$ cat src/rtl/fu_complete_arbiter.sv
// FU completion arbiter: per-FU 2-entry FIFOs, round-robin pick, registered CDB broadcast.
// Define FU_COMPLETE_ARBITER_BYPASS_EN to let an empty FIFO's incoming packet win in the same cycle.
module fu_complete_arbiter #(
  parameter int NUM_FU     = 6,
  parameter int XLEN       = 32,
  parameter int PR_W       = 6,
  parameter int ROB_W      = 5,
  parameter int FIFO_DEPTH = 2
) (
  input  logic                                        clock,
  input  logic                                        reset,
  input  logic                                        squash,
  input  logic [NUM_FU-1:0]                           fu_valid,
  input  logic [NUM_FU*PR_W-1:0]                      fu_pr_idx,
  input  logic [NUM_FU*XLEN-1:0]                      fu_value,
  input  logic [NUM_FU*ROB_W-1:0]                     fu_rob_idx,
  output logic [NUM_FU-1:0]                           fu_ready,
  output logic                                        cdb_valid,
  output logic [PR_W-1:0]                             cdb_pr_idx,
  output logic [XLEN-1:0]                             cdb_value,
  output logic [ROB_W-1:0]                            cdb_rob_idx,
  output logic [$clog2(NUM_FU)-1:0]                   cdb_fu_id,
  output logic [NUM_FU*($clog2(FIFO_DEPTH)+1)-1:0]    occupancy
);

  localparam int CNT_W = $clog2(FIFO_DEPTH) + 1;
  localparam int PTR_W = $clog2(FIFO_DEPTH);
  localparam int ID_W  = $clog2(NUM_FU);

  logic [PR_W-1:0]  mem_pr  [NUM_FU][FIFO_DEPTH];
  logic [XLEN-1:0]  mem_val [NUM_FU][FIFO_DEPTH];
  logic [ROB_W-1:0] mem_rob [NUM_FU][FIFO_DEPTH];

  logic [CNT_W-1:0] count [NUM_FU];
  logic [PTR_W-1:0] head  [NUM_FU];
  logic [PTR_W-1:0] tail  [NUM_FU];
  logic [ID_W-1:0]  rr_ptr;

  logic [NUM_FU-1:0] cand;
  logic [NUM_FU-1:0] push;
  logic [NUM_FU-1:0] pop;
  logic              grant_valid;
  logic [ID_W-1:0]   grant_id;
  logic              win_bypass;
  logic [PR_W-1:0]   win_pr;
  logic [XLEN-1:0]   win_val;
  logic [ROB_W-1:0]  win_rob;

  for (genvar g = 0; g < NUM_FU; g++) begin : g_occ
    assign occupancy[g*CNT_W +: CNT_W] = count[g];
  end

  // Ready comes only from registered counts, so fu_valid never feeds back into fu_ready.
  always_comb begin
    fu_ready = '0;
    cand     = '0;
    for (int i = 0; i < NUM_FU; i++) begin
      fu_ready[i] = reset && (count[i] != CNT_W'(FIFO_DEPTH));
`ifdef FU_COMPLETE_ARBITER_BYPASS_EN
      cand[i] = (count[i] != '0) || (fu_valid[i] && fu_ready[i] && !squash);
`else
      cand[i] = (count[i] != '0);
`endif
    end
  end

  always_comb begin
    int j;
    grant_valid = 1'b0;
    grant_id    = '0;
    j           = 0;
    for (int k = 0; k < NUM_FU; k++) begin
      j = int'(rr_ptr) + k;
      if (j >= NUM_FU) j = j - NUM_FU;
      if (!grant_valid && cand[j]) begin
        grant_valid = 1'b1;
        grant_id    = ID_W'(j);
      end
    end
  end

  always_comb begin
    win_bypass = 1'b0;
    win_pr     = mem_pr[grant_id][head[grant_id]];
    win_val    = mem_val[grant_id][head[grant_id]];
    win_rob    = mem_rob[grant_id][head[grant_id]];
`ifdef FU_COMPLETE_ARBITER_BYPASS_EN
    if (count[grant_id] == '0) begin
      win_bypass = 1'b1;
      win_pr     = fu_pr_idx[grant_id*PR_W +: PR_W];
      win_val    = fu_value[grant_id*XLEN +: XLEN];
      win_rob    = fu_rob_idx[grant_id*ROB_W +: ROB_W];
    end
`endif
    push = '0;
    pop  = '0;
    for (int i = 0; i < NUM_FU; i++) begin
      pop[i]  = grant_valid && (grant_id == ID_W'(i)) && !win_bypass;
      push[i] = fu_valid[i] && fu_ready[i] &&
                !(grant_valid && (grant_id == ID_W'(i)) && win_bypass);
    end
  end

  always_ff @(posedge clock) begin
    if (reset && !squash) begin
      for (int i = 0; i < NUM_FU; i++) begin
        if (push[i]) begin
          mem_pr[i][tail[i]]  <= fu_pr_idx[i*PR_W +: PR_W];
          mem_val[i][tail[i]] <= fu_value[i*XLEN +: XLEN];
          mem_rob[i][tail[i]] <= fu_rob_idx[i*ROB_W +: ROB_W];
        end
      end
    end
  end

  // Squash empties every FIFO but keeps rr_ptr so fairness survives a flush.
  always_ff @(posedge clock) begin
    if (!reset) begin
      for (int i = 0; i < NUM_FU; i++) begin
        count[i] <= '0;
        head[i]  <= '0;
        tail[i]  <= '0;
      end
      rr_ptr      <= '0;
      cdb_valid   <= 1'b0;
      cdb_pr_idx  <= '0;
      cdb_value   <= '0;
      cdb_rob_idx <= '0;
      cdb_fu_id   <= '0;
    end else if (squash) begin
      for (int i = 0; i < NUM_FU; i++) begin
        count[i] <= '0;
        head[i]  <= '0;
        tail[i]  <= '0;
      end
      cdb_valid <= 1'b0;
    end else begin
      for (int i = 0; i < NUM_FU; i++) begin
        if (push[i]) tail[i] <= tail[i] + PTR_W'(1);
        if (pop[i])  head[i] <= head[i] + PTR_W'(1);
        count[i] <= count[i] + CNT_W'(push[i]) - CNT_W'(pop[i]);
      end
      cdb_valid <= grant_valid;
      if (grant_valid) begin
        cdb_pr_idx  <= win_pr;
        cdb_value   <= win_val;
        cdb_rob_idx <= win_rob;
        cdb_fu_id   <= grant_id;
        rr_ptr      <= (grant_id == ID_W'(NUM_FU-1)) ? '0 : grant_id + ID_W'(1);
      end
    end
  end

endmodule

$ cat config.mk
export PLATFORM = sky130hd
export DESIGN_NAME = fu_complete_arbiter
export DESIGN_NICKNAME = d
export VERILOG_FILES = /design/src/rtl/fu_complete_arbiter.sv
export SDC_FILE = /design/constraint.sdc
export NUM_CORES = 1
export LEC_CHECK = 0
export ABC_AREA = 1
export BUFFER_PORTS_ARGS = -buffer_cell sky130_fd_sc_hd__buf_2
export CORE_MARGIN = 1.5
export CORE_UTILIZATION = 30
export CTS_CLUSTER_SIZE = 16
export DETAILED_ROUTE_END_ITERATION = 16
export GPL_ROUTABILITY_DRIVEN = 0
export SYNTH_ARGS = -nofsm -noshare
export SYNTH_HDL_FRONTEND = slang
export SYNTH_SLANG_ARGS = --single-unit
export TNS_END_PERCENT = 100
$ cat constraint.sdc
create_clock -name clock -period 4.7 [get_ports clock]
set_clock_uncertainty 0.2 [all_clocks]
set_input_delay 0.705 -clock clock [delete_from_list [all_inputs] [get_ports clock]]
set_output_delay 0.705 -clock clock [all_outputs]
set_load 0.02 [all_outputs]
==> results of run 1 <==
==> how the worst max path moves through the flow <==
stage	slack, ns	from	cells after the start	endpoint
after floorplan	0.26	rr_ptr[1]$_SDFFE_PN0P_	29	count[0][7]$_SDFFCE_PN0P_
after global routing	0.06	rr_ptr[0]$_SDFFE_PN0P_	26	count[0][3]$_SDFFCE_PN0P_
final	0.41	rr_ptr[0]$_SDFFE_PN0P_	25	count[0][11]$_SDFFCE_PN0P_
after detailed placement	0.25	rr_ptr[0]$_SDFFE_PN0P_	25	count[0][11]$_SDFFCE_PN0P_
after CTS	0.22	rr_ptr[0]$_SDFFE_PN0P_	25	count[0][11]$_SDFFCE_PN0P_
after global placement	0.31	rr_ptr[0]$_SDFFE_PN0P_	25	count[0][10]$_SDFFCE_PN0P_
==> layout by cell type (no fill, tap or decap), drive strengths merged, types with 7 or more instances in the layout <==
cell type and count:
nand2 1470, inv 124, diode 22, buf 377
conb 12, a21oi 21, clkinv 31, clkbuf 89
o21ai 12, bufinv 11, nor2 51, or2 7
ha 26, nand3 250, edfxtp 535, dfxtp 55
==> sequential cells by signal, indices dropped and copies added (netlist names) <==
signal       flops
cdb_rob_idx      5
head             6
tail             6
mem_rob         60
rr_ptr           3
cdb_valid        1
count           12
cdb_fu_id        3
cdb_value       32
mem_val        384
cdb_pr_idx       6
mem_pr          72
==> stage by stage <==
stage,util (%),worst slack (ns)
2_1_floorplan,-,0.2648
3_3_place_gp,34.02,0.3095
3_5_place_dp,34.02,0.2480
4_1_cts,37.04,0.2188
5_1_grt,37.14,0.05616
6_report,37.16,0.4075
==> critical path: cells and delay by family (launching register included) <==
family	cells	cell delay [ns]
compound gates	1	0.12
fa+ha+maj	4	0.97
buf+inv	6	0.58
flops	1	0.41
simple gates	14	1.82
==> what timing repair did <==
action                                 4_1_cts  5_1_grt
endpoints found under the hold margin        0        0
hold buffers                                 0        0
setup endpoints to repair                    0       48
gates resized for setup                      0        5
==> cell families (layout without fill, tap and decap cells) <==
group	count (synthesis)	count (layout)
buf+inv	261	635
flops	590	590
fa+ha+maj	26	26
simple gates	1789	1789
compound gates	39	39
other cells	1	34
xor+xnor	7	7
==> area by class of cell <==
cell class,instances,share of cell area [%]
flip-flops and latches,590,53.92
multi-input cells,1873,25.04
repair buffers,378,6.806
clock buffers,88,6.040
well taps,1144,4.496
clock inverters,48,2.087
inverters,121,1.434
diodes,22,0.1729
==> layer usage <==
metal | GRT usage (%) | up-vias | wire length (µm)
met4 | 9.427 | 54 | 4122
met1 | 21.59 | 9250 | 32890
met3 | 5.994 | 212 | 6960
met5 | 0 | - | 320
met2 | 33.27 | 649 | 43290
li1 | - | 9515 | -
==> reports/qor.yml, run 1 <==
run_status: "finished clean"
antenna_found_initial: 64
via_per_inst: 4.615
numCtsBuffers: 73
ys_top_cells_by_area: "edfxtp_1 (62%), nand2_1 (21%), nand3_1 (4.7%)"
multi_input_area_um2: 7974
tritoncts: "built"
worstHoldStart: "fu_rob_idx[17]"
synth_compound_area_share_pct: 0.8586
worst_hold_path_type: "primary input to register"
r2r-start: "rr_ptr[0]$_SDFFE_PN0P_"
timing.final.hold_violations: 0
ff2ff_setup_slack_ns: 0.41
synthMuxAreaShare_pct: 0
synth-async-reset-ratio_pct: 0
r2r-end: "count[0][11]$_SDFFCE_PN0P_"
fmax_mhz: 233.0
synth_xor_area_share_pct: 0.2350
period_minus_slack_ns: 4.293
postLayoutCellArea_um2: 31840
io_buffers: 331
post_cts_buffers: 0
hold_depth: 1
yosysMostFrequentCell: "nand2_1"
die_w_um: 297.9
ios: 332
gr-total-overflow: 0
dr.pass1.iters: 5
cts_root_buf: "clkbuf_16"
cpPeakStageDelay_ns: 0.41
drv_slew: 0
relSlewSlack_pct: 36.70
grt_max_degree: 175
h-tree-depth: 3
regArea_um2: 17170
worst_slew_pin_slew_ns: 0.9473
route.vias.total: 19680
die_area_um2: 88720
finalCritPeriodShare_pct: 91.33
cp-start-kind: "register"
crit_top_cell: "nand2_1"
drc_errors: 0
ant_nets: 0
dp_hpwl_um: 58210
finalSetupViolations: 0
cp_slowest_cell: "dfxtp_2"
track_usage_pct: 19.31
timing.hold.ws_ns: 0.06348
finalNonFillerCells: 4264
synth_top_family_by_area: "simple AND/OR/NAND/NOR gates"
dp_cells: 4105
netlist_area_um2: 26080
ys_seq_area_share_pct: 65.81
synth_largest_type_area_fraction_pct: 61.59
yosysWarnings: 0
drt_iter0_markers: 1374
r2r_cells: 25
grt_pass1_vias: 18933
synth_edf_count: 535
start_util_pct: 30.44
clock_path_buffers: 3
syn_to_final_growth_pct: 22.07
arrival_ns: 4.55
routed_wl_um: 87580
insertion_delay_ns: 0.63
synth_seq_cells: 590
synthFlopType: "edfxtp_1"
hold_end: "mem_rob[3][2]$_DFFE_PP_"
synthAdderAreaFrac_pct: 1.247
syn_inst: 2713
dpl-instance-area_um2: 29150
synth_common_cells: "nand2_1 (1457), edfxtp_1 (535), nand3_1 (246)"
fp-row-count: 107
drive_above_1_share_pct: 17.85
setup.worst_path.class: "register to register"
clock-sinks: 590
fill_cells: 8637
grt_pass1_wl_um: 124100
core-area_um2: 85680
crit_fanout: 18
die_h_um: 297.9
post_drt_wl_per_cell_um: 20.54
rsz0062_at_grt: "no"
synthDistinctLibCells: 41
crit_required_ns: 4.96
crit_path_end_kind: "register"
drv_cap: 0
yosys.area_share.simple_pct: 27.51
nets: 3330
fin_tns_setup_ns: 0
syn_area_per_cell_um2: 9.614
yosys.area.top_type: "edfxtp_1"
path_clk_slew_ns: 0.06
Power of run 1 is left out: the tool's default activity adds up to more than one toggle a clock period on the data nets, which glitch-free logic cannot reach.
==> run 2, diff against run 1 <==
--- a/config.mk
+++ b/config.mk
@@ -8,10 +8,12 @@
 export ABC_AREA = 1
 export BUFFER_PORTS_ARGS = -buffer_cell sky130_fd_sc_hd__buf_2
 export CORE_MARGIN = 1.5
-export CORE_UTILIZATION = 30
+export CORE_UTILIZATION = 53
 export CTS_CLUSTER_SIZE = 16
 export DETAILED_ROUTE_END_ITERATION = 16
 export GPL_ROUTABILITY_DRIVEN = 0
+export PLACE_DENSITY = 0.77
+export RECOVER_POWER = 100
 export SYNTH_ARGS = -nofsm -noshare
 export SYNTH_HDL_FRONTEND = slang
 export SYNTH_SLANG_ARGS = --single-unit
==> reports/qor.yml, run 2 (same netlist as run 1, synthesis figures left out) <==
ff2ff_setup_slack_ns: 0.24  # was 0.41 ns
run_status: "finished with violations"  # was finished clean
crit_required_ns: 4.99  # was 4.96 ns
setup.worst_path.class: "register to register"  # unchanged
ios: 332  # unchanged
via_per_inst: 5.480  # was 4.615
crit_path_end_kind: "register"  # unchanged
antenna_found_initial: 23  # was 64
h-tree-depth: 2  # was 3
die_area_um2: 50560  # was 88720 µm²
cts_root_buf: "clkbuf_16"  # unchanged
clock_path_buffers: 3  # unchanged
relSlewSlack_pct: -104.2  # was 36.70%
dpl-instance-area_um2: 28420  # was 29150 µm²
timing.final.hold_violations: 0  # unchanged
cpPeakStageDelay_ns: 0.32  # was 0.41 ns
insertion_delay_ns: 0.65  # was 0.63 ns
die_w_um: 224.8  # was 297.9 µm
post_drt_wl_per_cell_um: 20.55  # was 20.54 µm
timing.hold.ws_ns: 0.04244  # was 0.06348 ns
final_cell_mix: "nand2_1 (1457), edfxtp_1 (535), clkbuf_1 (261)"  # was nand2_1 (1457), edfxtp_1 (535), buf_2 (331)
start_util_pct: 53.51  # was 30.44%
dr.pass1.iters: 6  # was 5
crit_fanout: 15  # was 18
final_common_cell: "nand2_1"  # unchanged
route.vias.total: 20464  # was 19680
drive_above_1_share_pct: 8.586  # was 17.85%
hold_depth: 1  # unchanged
cp-start-kind: "register"  # unchanged
fmax_mhz: 224.1  # was 233.0 MHz
tritoncts: "built"  # unchanged
crit_start: "rr_ptr[0]$_SDFFE_PN0P_"  # unchanged
postLayoutCellArea_um2: 30080  # was 31840 µm²
dp_hpwl_um: 49350  # was 58210 µm
routed_wl_um: 76740  # was 87580 µm
grt_max_degree: 175  # unchanged
core-area_um2: 48750  # was 85680 µm²
drc_errors: 0  # unchanged
drv_slew: 276  # was 0
grt_pass1_vias: 19865  # was 18933
die_h_um: 224.8  # was 297.9 µm
drv_cap: 8  # was 0
finalNonFillerCells: 3734  # was 4264
r2r_cells: 28  # was 25
arrival_ns: 4.75  # was 4.55 ns
post_cts_buffers: 0  # unchanged
fp-row-count: 81  # was 107
dp_cells: 3613  # was 4105
hold_end: "mem_rob[1][2]$_DFFE_PP_"  # was mem_rob[3][2]$_DFFE_PP_
r2r-end: "count[0][7]$_SDFFCE_PN0P_"  # was count[0][11]$_SDFFCE_PN0P_
track_usage_pct: 29.55  # was 19.31%
worst_slew_pin_slew_ns: 3.063  # was 0.9473 ns
syn_to_final_growth_pct: 15.34  # was 22.07%
drt_iter0_markers: 1944  # was 1374
finalCritPeriodShare_pct: 94.95  # was 91.33%
worst_hold_path_type: "primary input to register"  # unchanged
finalSetupViolations: 0  # unchanged
grt_pass1_wl_um: 110600  # was 124100 µm
clock-sinks: 590  # unchanged
path_clk_slew_ns: 0.06  # about the same
crit_top_cell: "ha_1"  # was nand2_1
worstHoldStart: "fu_rob_idx[7]"  # was fu_rob_idx[17]
r2r-start: "rr_ptr[0]$_SDFFE_PN0P_"  # unchanged
ant_nets: 0  # unchanged
numCtsBuffers: 59  # was 73
failed_checks: "max-capacitance violations, max-slew violations"
io_buffers: 331  # unchanged
cp_slowest_cell: "dfxtp_1"  # was dfxtp_2
largest_reg_flops: 384  # unchanged
period_minus_slack_ns: 4.463  # was 4.293 ns
gr-total-overflow: 0  # unchanged
nets: 3305  # was 3330
-- run 2: layout make-up --
cell class                      instances  area, µm²
Clock buffer                           73       1549
Fill cell                            4033      18660
Sequential cell                       590      17170
Timing Repair Buffer                  367       1719
Multi-Input combinational cell       1873       7948
Inverter                              121      456.7
Antenna cell                            7      17.52
Clock inverter                         39      396.6
Tap cell                              664      830.8
-- run 2: worst max-delay path by stage --
stage | end | slack [ns] | cells past startpoint
4_1_cts | cdb_value[18]$_SDFFE_PN0P_ | 0.08 | 25
5_1_grt | count[0][7]$_SDFFCE_PN0P_ | -0.0006 | 30
6_report | count[0][7]$_SDFFCE_PN0P_ | 0.24 | 28
2_1_floorplan | count[0][7]$_SDFFCE_PN0P_ | 0.26 | 29
3_3_place_gp | cdb_value[24]$_SDFFE_PN0P_ | 0.29 | 25
3_5_place_dp | cdb_value[18]$_SDFFE_PN0P_ | 0.09 | 25
-- run 2: through the flow --
stage	setup WS [ns]	utilization, %	setup TNS [ns]
after floorplan	0.2648	-	0
after global placement	0.2860	58.30	0
after detailed placement	0.09117	58.30	0
after CTS	0.08367	62.29	0
after global routing	-0.0006133	61.69	-0.0006133
final	0.2374	61.71	0
-- run 2: repair_timing --
action	in CTS	in global routing
gates resized for setup	0	9
hold buffers	0	0
setup endpoints to repair	0	46
-- run 2: worst max-delay path: cells and delay by family, from the launching register on --
family	cells	cell delay [ns]
AND/OR/NAND/NOR	12	1.42
adder cells (fa/ha/maj)	5	1.09
AO/OA/AOI/OAI	4	0.58
buffers and inverters	6	0.57
flip-flops	1	0.32
XOR/XNOR	1	0.13
-- run 2: per-layer routing --
metal,vias up,wire length (µm),GRT usage [%]
li1,9443,-,-
met1,9725,26880,32.89
met2,987,37510,50.73
met3,277,6645,6.950
met4,32,5481,19.38
met5,-,218,0
Power of run 2 is left out for the same reason.
==> run 3, diff against run 2 <==
--- a/config.mk
+++ b/config.mk
@@ -5,14 +5,14 @@
 export SDC_FILE = /design/constraint.sdc
 export NUM_CORES = 1
 export LEC_CHECK = 0
-export ABC_AREA = 1
+export ABC_AREA = 0
 export BUFFER_PORTS_ARGS = -buffer_cell sky130_fd_sc_hd__buf_2
 export CORE_MARGIN = 1.5
-export CORE_UTILIZATION = 53
+export CORE_UTILIZATION = 62
 export CTS_CLUSTER_SIZE = 16
 export DETAILED_ROUTE_END_ITERATION = 16
 export GPL_ROUTABILITY_DRIVEN = 0
-export PLACE_DENSITY = 0.77
+export PLACE_DENSITY = 0.85
 export RECOVER_POWER = 100
 export SYNTH_ARGS = -nofsm -noshare
 export SYNTH_HDL_FRONTEND = slang
==> constraint.sdc (replaced) <==
create_clock -name clock -period 5.56 [get_ports clock]
set_clock_uncertainty 0.2 [all_clocks]
set_input_delay 0.834 -clock clock [delete_from_list [all_inputs] [get_ports clock]]
set_output_delay 0.834 -clock clock [all_outputs]
set_load 0.02 [all_outputs]
==> reports/qor.yml, run 3 <==
run_status: "finished with violations"  # unchanged
failed_checks: "max-capacitance violations, max-slew violations"  # unchanged
drc_errors: 0  # unchanged
drive_above_1_share_pct: 10.93  # was 8.586%
grt_pass1_vias: 17216  # was 19865
arrival_ns: 5.26  # was 4.75 ns
post_cts_buffers: 0  # unchanged
nets: 2460  # was 3305
clock_path_buffers: 3  # unchanged
worst_hold_path_type: "primary input to register"  # unchanged
synthDistinctLibCells: 64  # was 41
cts_root_buf: "clkbuf_16"  # unchanged
synth_edf_count: 535  # unchanged
synth_seq_cells: 590  # unchanged
worst_slew_pin_slew_ns: 2.887  # was 3.063 ns
fmax_mhz: 190.7
path_clk_slew_ns: 0.06  # about the same
insertion_delay_ns: 0.61  # was 0.65 ns
drv_cap: 14  # was 8
final_cell_mix: "edfxtp_1 (535), nand2_1 (406), clkbuf_1 (244)"  # was nand2_1 (1457), edfxtp_1 (535), clkbuf_1 (261)
final_common_cell: "edfxtp_1"  # was nand2_1
synth_largest_type_area_fraction_pct: 66.93  # was 61.59%
die_h_um: 199.8  # was 224.8 µm
post_drt_wl_per_cell_um: 24.72  # was 20.55 µm
synth-async-reset-ratio_pct: 0  # unchanged
largest_reg_flops: 384  # unchanged
ios: 332  # unchanged
track_usage_pct: 33.88  # was 29.55%
crit_path_end_kind: "register"  # unchanged
rsz0062_at_grt: "no"
routed_wl_um: 67920  # was 76740 µm
numCtsBuffers: 55  # was 59
ys_seq_area_share_pct: 71.51  # was 65.81%
drv_slew: 419  # was 276
crit_buf_inv: 2  # was 6
yosysMostFrequentCell: "edfxtp_1"  # was nand2_1
dp_hpwl_um: 40220  # was 49350 µm
synthFlopType: "edfxtp_1"  # unchanged
period_minus_slack_ns: 5.244
die_area_um2: 39910  # was 50560 µm²
fin_tns_setup_ns: 0  # unchanged
ant_nets: 0  # unchanged
cp_slowest_cell: "nor3_1"  # was dfxtp_1
wl_met2_um: 32230  # was 37510 µm
cpLargestDelayFamily: "buffers and inverters"  # was simple AND/OR/NAND/NOR gates
clock-sinks: 590  # unchanged
cp-start-kind: "primary input"  # was register
grt_pass1_wl_um: 98240  # was 110600 µm
finalSetupViolations: 0  # unchanged
grt_max_degree: 174  # was 175
syn_inst: 1864  # was 2713
antenna_found_initial: 26  # was 23
crit_fanout: 35  # was 15
cpPeakStageDelay_ns: 1.56  # was 0.32 ns
setup.worst_path.class: "primary input to register"  # was register to register
ys_top_cells_by_area: "edfxtp_1 (67%), nand2_1 (6.4%), dfxtp_1 (4.6%)"  # was edfxtp_1 (62%), nand2_1 (21%), nand3_1 (4.7%)
die_w_um: 199.8  # was 224.8 µm
route.vias.total: 17414  # was 20464
yosys.area.top_type: "edfxtp_1"  # unchanged
crit_chain: "clkbuf_1 -> a21boi_0 -> nand2_1 -> nor3_1 -> clkbuf_2"
start_util_pct: 63.28  # was 53.51%
tritoncts: "built"  # unchanged
crit_required_ns: 5.58  # was 4.99 ns
yosysWarnings: 0  # unchanged
netlist_area_um2: 24000  # was 26080 µm²
gr-total-overflow: 0  # unchanged
syn_to_final_growth_pct: 15.60  # was 15.34%
timing.final.hold_violations: 0  # unchanged
top_layer_used: "met5"  # unchanged
relSlewSlack_pct: -92.85  # was -104.2%
met3_length_um: 7404  # was 6645 µm
drt_iter0_markers: 2086  # was 1944
h-tree-depth: 2  # unchanged
io_buffers: 331  # unchanged
fp-row-count: 71  # was 81
dr.pass1.iters: 6  # unchanged
finalCritPeriodShare_pct: 94.33
met1Wirelength_um: 25260  # was 26880 µm
core-area_um2: 37930  # was 48750 µm²
via_per_inst: 6.337  # was 5.480
final_util_pct: 73.15  # was 61.71%
synth_common_cells: "edfxtp_1 (535), nand2_1 (407), a21oi_1 (142)"  # was nand2_1 (1457), edfxtp_1 (535), nand3_1 (246)
syn_area_per_cell_um2: 12.88  # was 9.614 µm²
-- run 3: worst paths after layout --
check | from | end | slack, ns | depth (start not counted)
max | reset | mem_val[0][41]$_DFFE_PP_ | 0.32 | 5
min | fu_value[176] | mem_val[5][48]$_DFFE_PP_ | 0.21 | 1
max reg2reg | rr_ptr[1]$_SDFFE_PN0P_ | cdb_value[4]$_SDFFE_PN0P_ | 0.35 | 17
min reg2reg | cdb_fu_id[1]$_SDFFE_PN0P_ | cdb_fu_id[1]$_SDFFE_PN0P_ | 0.32 | 2
-- run 3: final cells by class --
class                   instances  area [µm²]
diodes                         23       57.56
inverters                      30       112.6
repair buffers                368        1680
clock inverters                27       252.7
well taps                     511       639.4
clock buffers                  77        1570
flip-flops and latches        590       17170
fillers                      2555       10180
multi-input cells            1122        6269
-- run 3: kinds of logic after synthesis --
family	count (synthesis)	share of synthesized area (%)
compound gates	455	12.39
fa+ha+maj	26	1.355
flops	590	71.51
mux	7	0.2971
other cells	1	0.01562
buf+inv	163	2.929
xor+xnor	22	0.8027
simple gates	600	10.70
-- run 3: routing by layer --
metal	up-vias	GRT usage (%)
li1	7618	-
met5	-	0
met2	1118	53.27
met3	194	6.099
met4	8	18.57
met1	8476	45.39
-- run 3: what timing repair did --
item / 4_1_cts / 5_1_grt
hold buffers: 0 / 0
resized for setup: 0 / 1
setup endpoints to repair: 0 / 31
endpoints found under the hold margin: 0 / 0
-- run 3: stage by stage --
step | hold slack (ns) | std cells | cell area, µm² | setup slack (ns)
floorplan | 0.2764 | 1875 | 24110 | 0.007736
global placement | 0.2960 | 2621 | 26300 | 0.6383
detailed placement | 0.2995 | 2621 | 26300 | 0.3549
CTS | 0.1801 | 2725 | 28120 | 0.3150
global route | 0.1873 | 2745 | 27740 | 0.04902
finish | 0.2079 | 2748 | 27750 | 0.3155
Power of run 3 is left out for the same reason.
